$ cat src/rtl/spi_pkg.sv
// Shared SPI definitions for the master and the retrofitted slave: mode
// constants, byte width and the transfer state encoding.
package spi_pkg;
  localparam int SPI_BYTE_W = 8;

  localparam logic CPOL      = 1'b0;
  localparam logic CPHA      = 1'b1;
  localparam logic LSB_FIRST = 1'b1;

  typedef logic [2:0] spi_state_t;
  localparam spi_state_t IDLE  = 3'd0;
  localparam spi_state_t LEAD  = 3'd1;
  localparam spi_state_t HIGH  = 3'd2;
  localparam spi_state_t LOW   = 3'd3;
  localparam spi_state_t TRAIL = 3'd4;
endpackage

$ cat src/rtl/spi_sclk_tick.sv
// Half-period counter: tick marks the last clk cycle of each SCLK phase.
module spi_sclk_tick
  import spi_pkg::*;
#(
  parameter int CLK_DIV = 4
) (
  input  logic clk,
  input  logic reset,
  input  logic clear,
  output logic tick
);
  localparam int CW = (CLK_DIV > 1) ? $clog2(CLK_DIV) : 1;
  localparam logic [CW-1:0] LAST = CW'(CLK_DIV - 1);

  logic [CW-1:0] cnt;

  assign tick = !clear && (cnt == LAST);

  always_ff @(posedge clk) begin
    if (reset || clear || tick) cnt <= '0;
    else                        cnt <= cnt + CW'(1);
  end
endmodule

$ cat src/rtl/spi_master.sv
// SPI master, CPOL=0 / CPHA=1, LSB first: MOSI launched on SCLK rise,
// MISO captured on SCLK fall, one byte per start handshake.
module spi_master
  import spi_pkg::*;
#(
  parameter int CLK_DIV    = 4,
  parameter int DATA_WIDTH = SPI_BYTE_W
) (
  input  logic                  clk,
  input  logic                  reset,
  input  logic                  start,
  input  logic [DATA_WIDTH-1:0] tx_data,
  output logic                  busy,
  output logic                  done,
  output logic [DATA_WIDTH-1:0] rx_data,
  output logic                  cs,
  output logic                  sclk,
  output logic                  MOSI,
  input  logic                  MISO
);
  localparam logic [2:0] LAST_BIT = 3'(DATA_WIDTH - 1);

  spi_state_t            state;
  logic [DATA_WIDTH-1:0] sh;
  logic [2:0]            bit_cnt;
  logic                  tick;

  spi_sclk_tick #(.CLK_DIV(CLK_DIV)) u_tick (
    .clk   (clk),
    .reset (reset),
    .clear (state == IDLE),
    .tick  (tick)
  );

  always_ff @(posedge clk) begin
    if (reset) begin
      state   <= IDLE;
      cs      <= 1'b1;
      sclk    <= CPOL;
      MOSI    <= 1'b0;
      busy    <= 1'b0;
      done    <= 1'b0;
      rx_data <= '0;
      sh      <= '0;
      bit_cnt <= '0;
    end else begin
      done <= 1'b0;
      case (state)
        IDLE: begin
          bit_cnt <= '0;
          if (start) begin
            sh    <= tx_data;
            cs    <= 1'b0;
            busy  <= 1'b1;
            state <= LEAD;
          end
        end
        LEAD: if (tick) begin
          state <= HIGH;
          sclk  <= 1'b1;
          MOSI  <= sh[0];
          sh    <= sh >> 1;
        end
        HIGH: if (tick) begin
          // Shifted-out MSB slot collects MISO; after all bits sh is the rx byte
          state              <= LOW;
          sclk               <= 1'b0;
          sh[DATA_WIDTH-1]   <= MISO;
        end
        LOW: if (tick) begin
          if (bit_cnt == LAST_BIT) begin
            state <= TRAIL;
          end else begin
            bit_cnt <= bit_cnt + 3'd1;
            state   <= HIGH;
            sclk    <= 1'b1;
            MOSI    <= sh[0];
            sh      <= sh >> 1;
          end
        end
        TRAIL: if (tick) begin
          state   <= IDLE;
          cs      <= 1'b1;
          busy    <= 1'b0;
          done    <= 1'b1;
          rx_data <= sh;
        end
        default: state <= IDLE;
      endcase
    end
  end
endmodule

$ cat config.mk
export PLATFORM = sky130hd
export DESIGN_NAME = spi_master
export DESIGN_NICKNAME = d
export VERILOG_FILES = /design/src/rtl/spi_pkg.sv /design/src/rtl/spi_sclk_tick.sv /design/src/rtl/spi_master.sv
export SDC_FILE = /design/constraint.sdc
export NUM_CORES = 1
export LEC_CHECK = 0
export ABC_AREA = 1
export BUFFER_PORTS_ARGS = -buffer_cell sky130_fd_sc_hd__buf_2
export CAP_MARGIN = 20
export CELL_PAD_IN_SITES_DETAIL_PLACEMENT = 0
export CELL_PAD_IN_SITES_GLOBAL_PLACEMENT = 2
export CORE_MARGIN = 2
export CORE_UTILIZATION = 32
export CTS_CLUSTER_SIZE = 8
export DETAILED_ROUTE_END_ITERATION = 10
export PLACE_DENSITY_LB_ADDON = 0.1
export REMOVE_ABC_BUFFERS = 1
export SETUP_SLACK_MARGIN = 0.4
export SLEW_MARGIN = 20
export SYNTH_ARGS = -nofsm -noshare
export SYNTH_HDL_FRONTEND = slang
export SYNTH_HIERARCHICAL = 1
export SYNTH_SLANG_ARGS = --single-unit
$ cat constraint.sdc
create_clock -name clk -period 4.72 [get_ports clk]
set_clock_uncertainty 0.1 [all_clocks]
set_input_delay 0.236 -clock clk [delete_from_list [all_inputs] [get_ports clk]]
set_output_delay 0.236 -clock clk [all_outputs]
set_load 0.05 [all_outputs]
Word level (Yosys, flattened, before mapping)
Cells that the tools add are included.
{"block": "totals", "ff_bits": 29, "word_cells": 77, "in_bits": 12, "out_inout_bits": 13}
{"block": "op_classes", "mux": 31, "add_sub_neg": 2, "eq_ne": 12, "n_bitwise": 1, "reduce_logical": 20}
{"cell": "$mux W8", "n": 4}
{"cell": "$mux W3", "n": 8}
{"cell": "$pmux W7 S3", "n": 1}
{"cell": "$pmux W3 S5", "n": 1}
{"cell": "$reduce_and A5 Y1", "n": 3}
{"cell": "$mux W1", "n": 11}
{"cell": "$ne A2 B1 Y1 const B", "n": 4}
{"cell": "$eq A3 B2 Y1 const B", "n": 2}
{"cell": "$eq A3 B3 Y1 const B", "n": 2}
{"cell": "$pmux W1 S2", "n": 3}
{"cell": "$pmux W3 S2", "n": 1}
{"cell": "$reduce_and A3 Y1", "n": 2}
{"cell": "$reduce_and A6 Y1", "n": 1}
{"cell": "$reduce_bool A2 Y1", "n": 3}
{"cell": "$reduce_bool A3 Y1", "n": 2}
{"cell": "$ne A2 B2 Y1 const B", "n": 2}
{"cell": "$pmux W1 S4", "n": 1}
{"cell": "$reduce_and A4 Y1", "n": 1}
{"cell": "$reduce_bool A4 Y1", "n": 1}
{"cell": "$add A3 B1 Y3 const B", "n": 1}
{"cell": "$eq A3 B1 Y1 const B", "n": 1}
{"cell": "$logic_not A3 Y1", "n": 1}
{"cell": "$pmux W1 S3", "n": 1}
{"cell": "$add A2 B1 Y2 const B", "n": 1}
{"cell": "other kinds (7)", "n": 8}

Depth between registers and ports, before layout
Gate-level depths: netlist of run 1.
{"block": "depth", "ltp_word": 5, "depth_mapped": 13}

By module
Netlist of run 1, hierarchy kept.
{"module": "spi_master", "cells_each": 191, "n_inst": 1, "seq_area_each_um2": 540.5, "area_each_um2": 1320.0}
{"module": "spi_sclk_tick", "cells_each": 11, "n_inst": 1, "seq_area_each_um2": 40.0, "area_each_um2": 82.6}

Worst setup path before layout of run 1
Ideal clock, no wire load.
{"block": "synth_timing", "path_type": "reg-to-reg", "start": "register state[1]", "end": "register sh[3]", "synth_period_minus_slack_ns": 1.879, "arrival_ns": 1.665, "stages_incl_launch_ff": 13, "slack_ns": 2.841, "setup_ns": 0.114, "path_buffers": 1, "required_time_ns": 4.506, "cell_sequence": "dfxtp_1 inv_2 nand2_2 inv_1 nor2_1 inv_1 nand2_1 nand2_2 a21oi_4 buf_6 nand2_1 nand2_1 nor2_2"}
{"block": "synth_via", "elab_chain_cells": 5}
{"item": "start: declaration", "line": "spi_master.sv:23", "text": "spi_state_t state;"}
{"item": "start signal: assignment", "line": "spi_master.sv:37", "text": "state <= IDLE;"}
{"item": "start signal: assignment", "line": "spi_master.sv:55", "text": "state <= LEAD;"}
{"item": "start signal: assignment", "line": "spi_master.sv:59", "text": "state <= HIGH;"}
{"item": "$logic_not A3 Y1 *", "line": "spi_master.sv:31", "text": ".clear (state == IDLE),"}
{"item": "$logic_not A1 Y1 *", "line": "spi_sclk_tick.sv:17", "text": "assign tick = !clear && (cnt == LAST);"}
{"item": "$logic_and A1 B1 Y1 *", "line": "spi_sclk_tick.sv:17"}
{"item": "net tick", "line": "spi_master.sv:26", "text": "logic tick;"}
{"item": "$ne A2 B1 Y1 (no line)"}
{"item": "$reduce_and A5 Y1 (no line) *"}
{"item": "end signal: assignment", "line": "spi_master.sv:52", "text": "sh <= tx_data;"}
{"item": "end signal: assignment", "line": "spi_master.sv:62", "text": "sh <= sh >> 1;"}
{"item": "end signal: assignment", "line": "spi_master.sv:78", "text": "sh <= sh >> 1;"}
{"item": "end: declaration", "line": "spi_master.sv:24", "text": "logic [DATA_WIDTH-1:0] sh;"}
The timed path passes the listed nets; every way through them passes the cells marked *.
A chain may end at the register's enable or synchronous reset.

Worst setup path in the final report of run 1
{"block": "layout_timing", "start": "register state[2]", "end": "register sh[4]"}
The elaborated chain is that of the path after synthesis.

==> results of run 1 <==
[registers in the layout, indices dropped and copies added, names as in the netlist, 2 cells and up]
name	cells
rx_data	8
sh	8
bit_cnt	3
state	3
u_tick/cnt	2
[final cells by class]
class	instances	area [µm²]
fill	482	2631
inverter	32	120.1
sequential	29	580.6
tap	52	65.06
clock inverter	1	30.03
timing repair buffer	24	120.1
clock buffer	7	86.33
multi-input combinational	137	660.6
[layer usage]
layer	up-vias	global-route usage
met4	0	0.04487
met2	41	0.2317
met1	564	0.1780
met5	-	0
li1	681	-
met3	6	0.04473
[cells in the mapped netlist, types with 2 or more instances]
cell,number
ha_1,3
o21ai_0,14
o21ai_2,5
inv_1,28
nor2_1,34
nand3_1,10
buf_6,3
a21oi_1,8
nand2_2,2
dfxtp_1,29
inv_2,3
nand2_1,49
o21ai_1,3
nor2_2,2
[through the flow]
stage                 util  total power, mW  cell area [µm²]  instances  hold slack [ns]
floorplan                -           0.7488             1361        198           0.2051
global placement    0.3601           0.8552             1546        274           0.3071
detailed placement  0.3601           0.8585             1546        274           0.3308
CTS                 0.3872            1.128             1663        282          0.05991
global route        0.3872            1.216             1663        282          0.07870
finish              0.3872            1.115             1663        282          0.06415
[power groups by stage]
stage / clock network, mW / logic [mW] / registers, mW
2_1_floorplan: 0 / 0.346 / 0.403
5_1_grt: 0.286 / 0.559 / 0.371
3_5_place_dp: 0 / 0.490 / 0.369
3_3_place_gp: 0 / 0.490 / 0.366
4_1_cts: 0.273 / 0.492 / 0.363
6_report: 0.267 / 0.485 / 0.363
[critical path: stages (launching register included)]
cell	delay [ns]
dfxtp_1	0.53
nor2_2	0.14
nand2_2	0.12
inv_1	0.09
nor2_1	0.31
inv_1	0.17
nand2_1	0.15
nand2_2	0.08
a21oi_4	0.31
nand2_1	0.10
nand2_1	0.08
nor2_1	0.05
[cell families after synthesis]
logic type | after synthesis | share of synthesized area
AOI/OAI and AO/OA | 34 | 0.1490
adders and majority gates | 3 | 0.02676
buffers and inverters | 36 | 0.1151
DFF | 29 | 0.4139
and+or+nand+nor | 100 | 0.2953
[worst max path at each step]
stage             start    end  cells after the start
3_5_place_dp   state[2]  sh[4]                     11
5_1_grt        state[2]  sh[0]                     11
2_1_floorplan  state[2]  sh[3]                     11
4_1_cts        state[2]  sh[4]                     11
6_report       state[2]  sh[4]                     11
3_3_place_gp   state[2]  sh[4]                     11
==> run metrics, run 1 <==
Flop pwr share 0.326; PortBufs 24; first-pass GRT wire length 5.540 mm; DRC violations left 0; num ports 25; Hold Crit Endpoint state[0]; CP Max Fanout 14; Int Pwr 0.6357 mW; cell count of the worst hold path 2; final hold vios 0; PD cells 670.5 nW/µm²; library cells used by synthesis 23; total CTS buffers 5; CTS tree built; num rows 24; Syn Inst Count 202; Max-Cap Viols 0; final worst-path cycle share 0.4944; Post-synth EDFFs 0; dpl ws 2.411 ns; mean number of vias per cell 4.582; initial cell density of the core 0.3266; WP data required 4.80 ns; fin. max-slew vios 0; metal3 WL 203 µm; share of the synthesized area in the top cell type 0.4139; top post-synthesis cells by area dfxtp_1 41%, nand2_1 13%, nor2_1 9.1%; Final WS setup 2.386 ns; type of the worst min-delay path input pin to flop; Total Die Area 4929 µm²; clock sink total 29; Root Driver clkbuf_8; met2 WL post-DR 1.466 mm; GRT overflow 0; DR top layer met4; Switching Share 0.4298; Worst Setup End Kind flop; Max Clock Freq 0.4285 GHz; # Post-CTS Setup Buffers 0; Final nets 244; relative slew slack 0.6659; Routed Antenna Nets 0; number of antenna violations at the first check in global routing 0; setup TNS 0 ns; Crit Path Class flop to flop; clock power share 0.239; dpl hpwl 2.479 mm; TritonRoute pass-1 iters 4; leading cell type in the layout, fill and taps excluded nand2_1; mapped cell area 1403 µm²; Routed WL 3.270 mm; synthesized flop and latch total 29; cts repair resizes 0; hold_buf cts 0; Max Buffers Root-to-Sink 2; R2R setup slack 2.39 ns; arrival time at the worst endpoint 2.41 ns; Hold Crit Start reset; Met1 Routed Length 1.550 mm; status completed; largest net degree at the start of global routing 18; H-tree Lvls 2; average size of a mapped cell 6.944 µm²; combinational power share 0.435; Leakage 0.8344 nW; commonest cells after routing, fill and taps aside 49 x nand2_1, 34 x nor2_1, 29 x dfxtp_1; GRT Util Overall 0.1418; DR iter-0 viols 45; Seq/Total Area, Yosys 0.4139; Reg2Reg Depth 11; DR vias 1292; GPL Wtd Cong 0.8557; RSZ-0062 raised after global routing no; Antenna Cells 0; share of cells above drive strength 1 0.2000; Final min period 2.334 ns; Worst-Skew Late Latency 0.28 ns; worst slew pin tran 0.5007 ns; Setup violations, final 0; Post-synth top flop dfxtp_1; synthesis-to-finish area growth 18.55%; reg-to-reg startpoint state[2]; Horiz. Die Dim 70.21 µm; die height 70.21 µm; FFs w/ async S/R, synth 0; clock slew at reported path FFs 0.06 ns; vias in the first global route 1220; area leader, netlist dfxtp_1; core area 4294 µm²; DR WL/cell 11.60 µm; type of origin of the critical path flop; Worst VDD drop 0.2040 mV; P_sw 0.4792 mW; synth warn 6; FF-to-FF End sh[4]
(Power assumes the default switching activity.)
==> inputs of run 2 (changes only) <==
--- a/config.mk
+++ b/config.mk
@@ -11,7 +11,7 @@
 export CELL_PAD_IN_SITES_DETAIL_PLACEMENT = 0
 export CELL_PAD_IN_SITES_GLOBAL_PLACEMENT = 2
 export CORE_MARGIN = 2
-export CORE_UTILIZATION = 32
+export CORE_UTILIZATION = 30
 export CTS_CLUSTER_SIZE = 8
 export DETAILED_ROUTE_END_ITERATION = 10
 export PLACE_DENSITY_LB_ADDON = 0.1
==> constraint.sdc (replaced) <==
create_clock -name clk -period 2.2 [get_ports clk]
set_clock_uncertainty 0.1 [all_clocks]
set_input_delay 0.11 -clock clk [delete_from_list [all_inputs] [get_ports clk]]
set_output_delay 0.11 -clock clk [all_outputs]
set_load 0.05 [all_outputs]
==> run 2 against run 1 <==
  * Wire length is 2.0% higher
  * Worst hold slack better by 0.023 ns
  * Maximum frequency is 40% higher
  * Combinational power is 150% higher
  * Die area is 6.3% higher
  * Non-clock buffer count is 5 higher
  * First-iteration DRC count is 40% higher
  * Sequential share of layout area is 0.70 points lower
  * Sequential power is 110% higher
  * Power is 120% higher
  * Largest cell class unchanged
  * Largest power group unchanged
==> run metrics, run 2 (same netlist as run 1, synthesis figures left out) <==
Max Clock Freq 0.5981 GHz (+40%); status completed; Max Buffers Root-to-Sink 2 (unchanged); type of origin of the critical path flop; Setup violations, final 0 (unchanged); Final nets 249 (+2.0%); relative slew slack 0.6351 (-0.03071); synthesis-to-finish area growth 21.77%; Worst VDD drop 0.4111 mV (+100%); fill count 480 (-0.41%); setup TNS 0 ns (unchanged); Largest regs rx_data x8, sh x8; total power 2.398 mW (+120%); share of cells above drive strength 1 0.2350 (+0.03504); dpl ws 0.1974 ns (-2.213 ns); WP data required 2.27 ns (-2.53 ns); Crit Path Class flop to flop; arrival time at the worst endpoint 1.74 ns (-0.67 ns); PortBufs 24 (unchanged); fin. max-slew vios 0 (unchanged); DR vias 1313 (+1.6%); first-pass GRT wire length 5.444 mm (-1.7%); PD cells 1404 nW/µm² (+110%); leading cell type in the layout, fill and taps excluded nand2_1; Root Driver clkbuf_8; num rows 24 (unchanged); mean number of vias per cell 4.591 (+0.20%); Worst-Skew Late Latency 0.28 ns (about the same); hold_ws 0.08683 ns (+0.02268 ns); CP Max Fanout 14 (unchanged); die height 72.38 µm (+3.1%); core area 4414 µm² (+2.8%); Final Util 0.3869 (about the same); worst slew pin tran 0.5467 ns (+0.04602 ns); DRC violations left 0 (unchanged); final worst-path cycle share 0.7600 (+0.2656); total CTS buffers 5 (unchanged); Total Die Area 5238 µm² (+6.3%); Routed WL 3.334 mm (+2.0%); Reg2Reg Depth 12 (+1); Horiz. Die Dim 72.38 µm (+3.1%); Final min period 1.672 ns (-0.6617 ns); largest net degree at the start of global routing 18 (unchanged); TritonRoute pass-1 iters 4 (unchanged); Max-Cap Viols 0 (unchanged); clock sink total 29 (unchanged); GRT overflow 0 (unchanged); DR WL/cell 11.66 µm (+0.53%); type of the worst min-delay path input pin to flop; RSZ-0062 raised after global routing yes; Worst Setup End Kind flop; Final WS setup 0.5280 ns (-1.858 ns); final hold vios 0 (unchanged); GRT Util Overall 0.1367 (-0.005157); clock slew at reported path FFs 0.06 ns (about the same); num ports 25 (unchanged); Antenna Cells 0 (unchanged); CTS tree built; initial cell density of the core 0.3177 (-0.008888); DR iter-0 viols 63 (+40%); Routed Antenna Nets 0 (unchanged); GPL Wtd Cong 0.8513 (-0.51%); cell count of the worst hold path 5 (+3); number of antenna violations at the first check in global routing 0 (unchanged); dpl hpwl 2.449 mm (-1.2%); H-tree Lvls 2 (unchanged); commonest cells after routing, fill and taps aside 47 x nand2_1, 33 x nor2_1, 28 x dfxtp_1; Leakage 0.8564 nW (+2.6%); vias in the first global route 1176 (-3.6%)
run 2: cell count changes in the layout (fill, tap and decap cells not counted), moves of 2 or more:
cell     change
o21ai_0      -2
o21ai_1      +2
nand2_1      -2
buf_4        +3
run 2: worst max-delay path, stage by stage (launching register included):
cell     delay (ns)
dfxtp_4        0.38
inv_2          0.08
nand2_4        0.10
inv_1          0.08
nor2_2         0.14
inv_2          0.08
nand2_2        0.10
nand2_2        0.07
a21oi_4        0.13
buf_12         0.14
nand2_1        0.05
nand2_1        0.06
nor2_2         0.04
run 2: final cells by class:
cell class | instances | area [µm²] | area share
multi-input cells | 137 | 678.2 | 0.3971
flip-flops and latches | 29 | 584.3 | 0.3421
repair buffers | 29 | 172.7 | 0.1011
inverters | 32 | 121.4 | 0.07106
clock buffers | 7 | 86.33 | 0.05055
well taps | 52 | 65.06 | 0.03810
run 2: final timing paths:
check	from	end	slack [ns]
max reg2reg	state[1]	sh[3]	0.53
max	state[1]	sh[3]	0.53
min	tx_data[7]	sh[7]	0.09
min reg2reg	u_tick/cnt[0]	u_tick/cnt[0]	0.33
run 2: through the flow:
step / cell area [µm²] / cells
2_1_floorplan: 1361 / 198
3_3_place_gp: 1569 / 277
3_5_place_dp: 1569 / 277
4_1_cts: 1693 / 286
5_1_grt: 1708 / 286
6_report: 1708 / 286
run 2: timing repair:
item / in CTS / in global routing
hold endpoints to repair: 2 / 0
resized for setup: 4 / 7
pin swaps: 0 / 1
hold buffers: 1 / 0
setup endpoints to repair: 19 / 16
setup buffers: 1 / 0
run 2: power by group:
group          internal [mW]  switching [mW]  leakage [nW]
clock network          0.248           0.196        0.0443
registers              0.675          0.0863         0.238
logic                  0.416           0.778         0.574
total                   1.34            1.06         0.856
run 2: routing by layer:
metal  routed length [µm]  up-vias  GRT usage
met5                    0        -          0
li1                     -      692          -
met4                   49        0    0.05967
met3                  190        7    0.04583
met2                 1382       25     0.1937
met1                 1712      589     0.1881
